## src/rtl/stack_pkg.sv

```systemverilog
// rtl/stack_pkg.sv - opcodes, per-op operand/depth constants and FSM state for stack_ctrl
package stack_pkg;

    localparam logic [2:0] OP_NOP  = 3'd0;
    localparam logic [2:0] OP_PUSH = 3'd1;
    localparam logic [2:0] OP_POP  = 3'd2;
    localparam logic [2:0] OP_ADD  = 3'd3;
    localparam logic [2:0] OP_SUB  = 3'd4;
    localparam logic [2:0] OP_DUP  = 3'd5;
    localparam logic [2:0] OP_SWAP = 3'd6;
    localparam logic [2:0] OP_PEEK = 3'd7;

    // Net effect of a completed op on stack occupancy
    typedef enum logic [1:0] {
        NET_ZERO = 2'd0,
        NET_INC  = 2'd1,
        NET_DEC  = 2'd2
    } net_t;

    typedef enum logic {
        ST_IDLE  = 1'b0,
        ST_SWAP2 = 1'b1
    } state_t;

    // Number of stack words an op must find present before it may run
    function automatic logic [1:0] op_need(input logic [2:0] op);
        case (op)
            OP_POP, OP_DUP, OP_PEEK:  op_need = 2'd1;
            OP_ADD, OP_SUB, OP_SWAP:  op_need = 2'd2;
            default:                  op_need = 2'd0;
        endcase
    endfunction

    // Overall depth change of an op; SWAP is zero overall even though it
    // dips by one between its two cycles
    function automatic net_t op_net(input logic [2:0] op);
        case (op)
            OP_PUSH, OP_DUP:          op_net = NET_INC;
            OP_POP, OP_ADD, OP_SUB:   op_net = NET_DEC;
            default:                  op_net = NET_ZERO;
        endcase
    endfunction

endpackage

```

## src/rtl/stack_alu.sv

```systemverilog
// rtl/stack_alu.sv - combinational per-op push value and response word
module stack_alu
    import stack_pkg::*;
#(
    parameter int DBITS = 32
) (
    input  logic [2:0]       op,
    input  logic [DBITS-1:0] imm,
    input  logic [DBITS-1:0] top,
    input  logic [DBITS-1:0] second,
    output logic [DBITS-1:0] result,
    output logic [DBITS-1:0] rsp
);

    logic [DBITS-1:0] sum;
    logic [DBITS-1:0] diff;

    assign sum  = second + top;
    assign diff = second - top;

    // result is what gets pushed in the accept cycle; rsp is the word returned
    always_comb begin
        result = '0;
        rsp    = '0;
        case (op)
            OP_PUSH: begin
                result = imm;
                rsp    = imm;
            end
            OP_POP, OP_PEEK: begin
                rsp = top;
            end
            OP_ADD: begin
                result = sum;
                rsp    = sum;
            end
            OP_SUB: begin
                result = diff;
                rsp    = diff;
            end
            OP_DUP: begin
                result = top;
                rsp    = top;
            end
            OP_SWAP: begin
                result = top;
                rsp    = second;
            end
            default: begin
                result = '0;
                rsp    = '0;
            end
        endcase
    end

endmodule

```

## src/rtl/stack_ctrl.sv

```systemverilog
// rtl/stack_ctrl.sv - stack command sequencer driving reg_file pop/push strobes
module stack_ctrl
    import stack_pkg::*;
#(
    parameter int DBITS = 32,
    parameter int DEPTH = 16,
    parameter int DW    = $clog2(DEPTH + 1)
) (
    input  logic             clk,
    input  logic             rst,
    input  logic             cmd_valid,
    output logic             cmd_ready,
    input  logic [2:0]       cmd_op,
    input  logic [DBITS-1:0] cmd_imm,
    output logic             rsp_valid,
    output logic [DBITS-1:0] rsp_data,
    output logic             rsp_err,
    output logic [DW-1:0]    depth,
    output logic             full,
    output logic             empty,
    output logic             st_en1,
    output logic             st_en2,
    output logic             st_we,
    output logic [DBITS-1:0] st_din,
    input  logic [DBITS-1:0] st_dout1,
    input  logic [DBITS-1:0] st_dout2
);

    state_t           state;
    logic [DBITS-1:0] swap_q;
    logic [DBITS-1:0] alu_result;
    logic [DBITS-1:0] alu_rsp;
    logic [1:0]       need;
    net_t             net;
    logic             accept;
    logic             underflow;
    logic             overflow;
    logic             err;
    logic             ok;

    stack_alu #(.DBITS(DBITS)) u_alu (
        .op     (cmd_op),
        .imm    (cmd_imm),
        .top    (st_dout1),
        .second (st_dout2),
        .result (alu_result),
        .rsp    (alu_rsp)
    );

    // Ready is held low while reset is asserted, not just after it
    assign cmd_ready = rst && (state == ST_IDLE);
    assign accept    = cmd_valid && cmd_ready;

    assign need      = op_need(cmd_op);
    assign net       = op_net(cmd_op);
    assign underflow = depth < DW'(need);
    assign overflow  = (net == NET_INC) && full;
    assign err       = underflow || overflow;
    assign ok        = accept && !err;

    assign full  = (depth == DW'(DEPTH));
    assign empty = (depth == '0);

    // Stack strobes: only in the accept cycle, plus the second push of SWAP
    always_comb begin
        st_en1 = 1'b0;
        st_en2 = 1'b0;
        st_we  = 1'b0;
        st_din = alu_result;
        if (state == ST_SWAP2) begin
            st_we  = 1'b1;
            st_din = swap_q;
        end else if (ok) begin
            case (cmd_op)
                OP_PUSH, OP_DUP: begin
                    st_we = 1'b1;
                end
                OP_POP: begin
                    st_en1 = 1'b1;
                end
                OP_ADD, OP_SUB, OP_SWAP: begin
                    st_en1 = 1'b1;
                    st_en2 = 1'b1;
                    st_we  = 1'b1;
                end
                default: begin
                    st_we = 1'b0;
                end
            endcase
        end
    end

    // FSM, depth counter and one-cycle response register
    always_ff @(posedge clk or negedge rst) begin
        if (!rst) begin
            state     <= ST_IDLE;
            depth     <= '0;
            swap_q    <= '0;
            rsp_valid <= 1'b0;
            rsp_data  <= '0;
            rsp_err   <= 1'b0;
        end else begin
            rsp_valid <= 1'b0;
            rsp_data  <= '0;
            rsp_err   <= 1'b0;
            case (state)
                ST_IDLE: begin
                    if (accept) begin
                        if (err) begin
                            rsp_valid <= 1'b1;
                            rsp_err   <= 1'b1;
                        end else if (cmd_op == OP_SWAP) begin
                            // old second is re-pushed next cycle and returned then
                            swap_q <= alu_rsp;
                            depth  <= depth - DW'(1);
                            state  <= ST_SWAP2;
                        end else begin
                            rsp_valid <= 1'b1;
                            rsp_data  <= alu_rsp;
                            case (net)
                                NET_INC: depth <= depth + DW'(1);
                                NET_DEC: depth <= depth - DW'(1);
                                default: depth <= depth;
                            endcase
                        end
                    end
                end
                ST_SWAP2: begin
                    depth     <= depth + DW'(1);
                    rsp_valid <= 1'b1;
                    rsp_data  <= swap_q;
                    state     <= ST_IDLE;
                end
                default: begin
                    state <= ST_IDLE;
                end
            endcase
        end
    end

endmodule

```

## config.mk

```make
export PLATFORM = sky130hd
export DESIGN_NAME = stack_ctrl
export DESIGN_NICKNAME = d
export VERILOG_FILES = /design/src/rtl/stack_pkg.sv /design/src/rtl/stack_alu.sv /design/src/rtl/stack_ctrl.sv
export SDC_FILE = /design/constraint.sdc
export NUM_CORES = 1
export LEC_CHECK = 0
export ABC_AREA = 1
export CAP_MARGIN = 30
export CORE_ASPECT_RATIO = 0.75
export CORE_MARGIN = 2
export CORE_UTILIZATION = 40
export CTS_CLUSTER_DIAMETER = 80
export DETAILED_ROUTE_END_ITERATION = 8
export GPL_ROUTABILITY_DRIVEN = 0
export HOLD_SLACK_MARGIN = 0.06
export PLACE_DENSITY = 0.63
export SYNTH_ARGS = -nofsm -noshare
export SYNTH_HDL_FRONTEND = slang
export SYNTH_HIERARCHICAL = 1
export SYNTH_SLANG_ARGS = --single-unit
```

## constraint.sdc

```tcl
create_clock -name clk -period 2.8 [get_ports clk]
set_input_delay 0.28 -clock clk [delete_from_list [all_inputs] [get_ports clk]]
set_output_delay 0.28 -clock clk [all_outputs]
set_load 0.02 [all_outputs]
```

; ---- After elaboration in Yosys (flattened, before gate mapping)
; Cells that the tools add are included.
[totals]
ff_bits = 72
input_bits = 102
output_inout_bits = 77
word_cells = 76
[classes]
addsub = 4
n_lt_le_gt_ge = 1
eq_ne = 13
mux = 34
bitwise = 2
n_reduce_logical = 16
[ops]
columns = operator, count
row1 = $pmux 32 s5, 1
row2 = $mux 32, 4
row3 = $pmux 32 s4, 1
row4 = $pmux 32 s2, 1
row5 = $add 32x32->32, 1
row6 = $sub 32x32->32, 1
row7 = $pmux 5 s2, 2
row8 = $mux 1, 18
row9 = $mux 5, 3
row10 = $eq 3x3->1 const B, 4
row11 = $reduce_or 3->1, 3
row12 = $pmux 2 s2, 2
row13 = $eq 3x2->1 const B, 2
row14 = $add 5x1->5 const B, 1
row15 = $eq 5x5->1 const B, 1
row16 = $logic_not 5->1, 1
row17 = $lt 5x2->1, 1
row18 = $reduce_or 5->1, 1
row19 = $sub 5x1->5 const B, 1
row20 = $logic_and 1x1->1, 4
row21 = $ne 2x2->1 const B, 2
row22 = $ne 4x1->1 const B, 1
row23 = $pmux 1 s2, 2
row24 = $reduce_and 4->1, 1
row25 = other kinds (9), 11

; ---- Logic depth before layout (Yosys ltp)
[depth]
word_depth = 10
ltp_mapped = 18
ltp_nobuf = 18

; ---- Cells and area by module
; Netlist, hierarchy kept.
[modules_own_cells]
columns = module, n_inst, cells_per_inst, area_each_um2, seq_area_each_um2
row1 = stack_alu, 1, 1301, 6316.1, 0.0
row2 = stack_ctrl, 1, 440, 3445.8, 1801.7

; ---- Worst setup path before layout
; Ideal clock, no wire load.
[synth_timing]
kind = in2out
startpoint = in st_dout2[0]
endpoint = out st_din[16]
t_arrival_ns = 1.890
t_required_ns = 2.520
path_slack_ns = 0.630
stages = 15
path_buffers = 0
path_cell_list = inv_1 > ha_1 > fa_1 > inv_1 > nand3_1 > nand3_1 > nand2_1 > nand2_1 > inv_1 > o21ai_0 > nand2_1 > nand3_1 > nand4_1 > nand2_1 > nand2_1
[synth_via]
elab_chain_cells = 3
word_cells_on_any_way = 4
classes_between = add/sub (2) / mux (2)
[synth_rtl]
columns = element, line
row1 = start: declaration, stack_ctrl.sv:26  ; input logic [DBITS-1:0] st_dout2
row2 = $sub 32x32->32 / $add 32x32->32 (equally long branches), "stack_alu.sv:19, stack_alu.sv:18"
row3 = $pmux 32 s4 *, stack_alu.sv:25  ; case (op)
row4 = net alu_result[16], stack_ctrl.sv:31  ; logic [DBITS-1:0] alu_result;
row5 = $mux 32 *, stack_ctrl.sv:70  ; if (state == ST_SWAP2) begin
row6 = end: declaration, stack_ctrl.sv:24  ; output logic [DBITS-1:0] st_din,
; The timed path passes the listed nets; every way through them passes the cells marked *.

; ---- Worst setup path after layout
[layout_timing]
startpoint = in st_dout1[1]
endpoint = out st_din[8]
[layout_via]
elab_chain_cells = 3
word_cells_on_any_way = 4
classes_between = add/sub (2) / mux (2)
[layout_rtl]
columns = element, line
row1 = start: declaration, stack_ctrl.sv:25  ; input logic [DBITS-1:0] st_dout1,
row2 = $sub 32x32->32 / $add 32x32->32 (equally long branches), "stack_alu.sv:19, stack_alu.sv:18"
row3 = $pmux 32 s4 *, stack_alu.sv:25
row4 = net alu_result[8], stack_ctrl.sv:31
row5 = $mux 32 *, stack_ctrl.sv:70
; Marks and branches as above.

==> flow_summary.toml <==
[outcome]
outcome = "complete, no violations"

[synth]
syn_area_per_cell_um2 = 5.61
syn_nets = 1912
yosysSeqAreaShare = 0.185
async_flop_share = 1.00
synthFlopType = "dfrtp_1"
syn_inst = 1741
ys.warnings.count = 6
ys_ff_latch = 72
synth_edf_count = 0
synth_cell_types = 41
syn_area_um2 = 9760

[global_route]
antenna_found_initial = 0
grt_max_degree = 73
grt-ovfl-total = 0
grt_pass1_vias = 11900
grt_use_total = 0.310
grt_pass1_wl_um = 62600

[clock_tree]
cts_buffer_depth = 2
cts-buffers-inserted = 9
clkSlewWorstSetupHoldPaths_ns = 0.06
worstSkewPairLatency_ns = 0.34
h-tree-depth = 3
tritoncts = "yes"
cts.sinks = 72
cts_root_buf = "clkbuf_16"

[layout]
syn2layout_area_growth_pct = 52.3
final_nets = 2274
design_area_um2 = 14900
drive_gt1_frac = 0.278
n_antenna_cell = 0
layout_commonest_cell = "nand2_1"
layout_common_cells = "nand2_1, inv_1, buf_4, nand3_1, clkdlybuf4s50_1"

[flow_run]
maxCapViolations = 0

[pwr]
p_sw_frac = 0.428
p_leak_nw = 8.23
combPwrFrac = 0.547
p_clk_frac = 0.207
irDropWorstVdd_uv = 361
p_per_area_nw_per_um2 = 412
total_power_mw = 6.12
p_int_mw = 3.50
p_seq_frac = 0.245
switchingPower_mw = 2.62

[sta]
hold_violations = 0
rsz0062_at_grt = "yes"
timing.final.ws_setup_ns = 0.0676
finalSetupViolCount = 0
tightestPinTransition_ns = 0.482
fin_skew_ns = 0.00701
clock.fmax_ghz = 0.366
slew_viol_final = 0
min_period_ns = 2.73
tns_ns = 0
post-route-period-util = 0.976
relSlewSlack = 0.679

[route]
drcViolationCount = 0
routedWlPerCell_um = 16.7
wl_met1_um = 17600
first_iter_violations = 1168
route.met3.wl_um = 3110
drt.antenna.violating_nets = 0
routed.top_layer = "met4"
detail_route.wirelength_um = 40700
viasPerCell = 5.20
drtPass1Iterations = 6
wl_met2_um = 18200
vias = 12700

[setup_path]
critical_path_class = "input port to output pin"
crit_fanout = 4
start_kind = "input port"
critPathArrivalTime_ns = 2.45
worstPathRequired_ns = 2.52
endpoint_kind = "output pin"

[die]
core_um2 = 24000
ios = 179
start_util = 0.407
die_h_um = 139
dieArea_um2 = 25700
rows = 49
die_x_um = 184

[placement]
dpl_cell_area_um2 = 13300
port_buffers = 178
hpwlAfterDp_um = 31800
place_ws_ns = -0.822

[worst_hold_path]
holdCritPathClass = "input port to async pin"
[metal layers]
layer / vias to the layer above / track usage
met4: 0 / 0.115
li1: 6127 / -
met2: 622 / 0.505
met5: - / 0
met1: 5840 / 0.424
met3: 82 / 0.0314
[cell families (layout without fill, tap and decap cells)]
| kind of cell | Yosys count | in the layout | share of synthesized area |
|---|---|---|---|
| AOI/OAI and AO/OA | 204 | 204 | 0.120 |
| DFF | 72 | 72 | 0.185 |
| adders and majority gates | 69 | 69 | 0.0900 |
| buffers and inverters | 405 | 772 | 0.171 |
| and+or+nand+nor | 984 | 984 | 0.428 |
| xor gates and xnor gates | 7 | 7 | 0.00628 |
[area by class of cell]
class / instances / area (µm²)
fill: 2282 / 9100
multi-input combinational: 1264 / 7460
timing repair buffer: 416 / 3580
sequential: 72 / 1800
inverter: 340 / 1280
tap: 331 / 414
clock buffer: 9 / 225
clock inverter: 7 / 101
[power groups by stage]
stage | registers (mW) | clock network (mW) | logic, mW
after floorplan | 1.56 | 0 | 1.61
after detailed placement | 1.51 | 0 | 2.99
after global placement | 1.50 | 0 | 2.94
after global routing | 1.53 | 1.33 | 3.65
after CTS | 1.49 | 1.28 | 3.15
final | 1.50 | 1.27 | 3.35
[per-stage QoR]
stage	hold WS (ns)	cells	util
floorplan	-0.0156	1741	-
global placement	0.454	2398	0.553
detailed placement	0.458	2398	0.553
CTS	0.245	2427	0.595
global route	0.447	2439	0.620
finish	0.438	2439	0.620
[state kept, by name (all words and copies together) (netlist names)]
name,count
rsp_data,32
swap_q,32
depth,5
rsp_err,1
rsp_valid,1
state,1
[synth_stat cells (8+ instances only)]
| cell | number | share of area |
|---|---|---|
| nand2_1 | 648 | 0.25 |
| inv_1 | 324 | 0.12 |
| nand3_1 | 142 | 0.073 |
| nor2_1 | 104 | 0.040 |
| dfrtp_1 | 72 | 0.18 |
| ha_1 | 67 | 0.086 |
| a21oi_1 | 66 | 0.034 |
| o21ai_0 | 64 | 0.033 |
| nand4_1 | 41 | 0.026 |
| a22oi_1 | 29 | 0.022 |
| buf_2 | 22 | 0.011 |
| o21ai_1 | 20 | 0.010 |
| buf_4 | 16 | 0.012 |
| clkbuf_1 | 16 | 0.0062 |
| inv_2 | 16 | 0.0062 |
| nor2_2 | 15 | 0.0096 |
| buf_6 | 8 | 0.0092 |
[worst max-delay path, cell delays in order]
cell	delay [ns]
dlygate4sd2_1	0.25
buf_4	0.15
fa_2	0.41
inv_2	0.08
nand3_2	0.09
nand3_4	0.11
nand2_2	0.06
nand2_2	0.11
a21oi_1	0.07
o21ai_1	0.11
nand2_1	0.11
a21oi_2	0.18
o21ai_1	0.12
nand2_1	0.08
nand2_1	0.08
buf_4	0.17
[worst paths after layout]
| check | startpoint | end | slack (ns) | cells after the start |
|---|---|---|---|---|
| setup / recovery | st_dout1[1] | st_din[8] | 0.07 | 16 |
| hold / removal | rst | rsp_valid | 0.44 | 3 |
| setup reg to reg | depth[0] | swap_q[18] | 0.91 | 10 |
| hold reg to reg | swap_q[7] | swap_q[7] | 0.47 | 2 |
| max in group asynchronous | rst | rsp_data[25] | 1.80 | 4 |
| min in group clk | swap_q[7] | swap_q[7] | 0.47 | 2 |
[timing repair]
item | CTS | global route
cloned | 0 | 0
pin swaps | 45 | 70
setup buffers | 13 | 10
endpoints found under the hold margin | 0 | 5
hold buffers | 0 | 1
gates resized for setup | 328 | 203
setup endpoints to repair | 35 | 35
(Power assumes the default switching activity.)
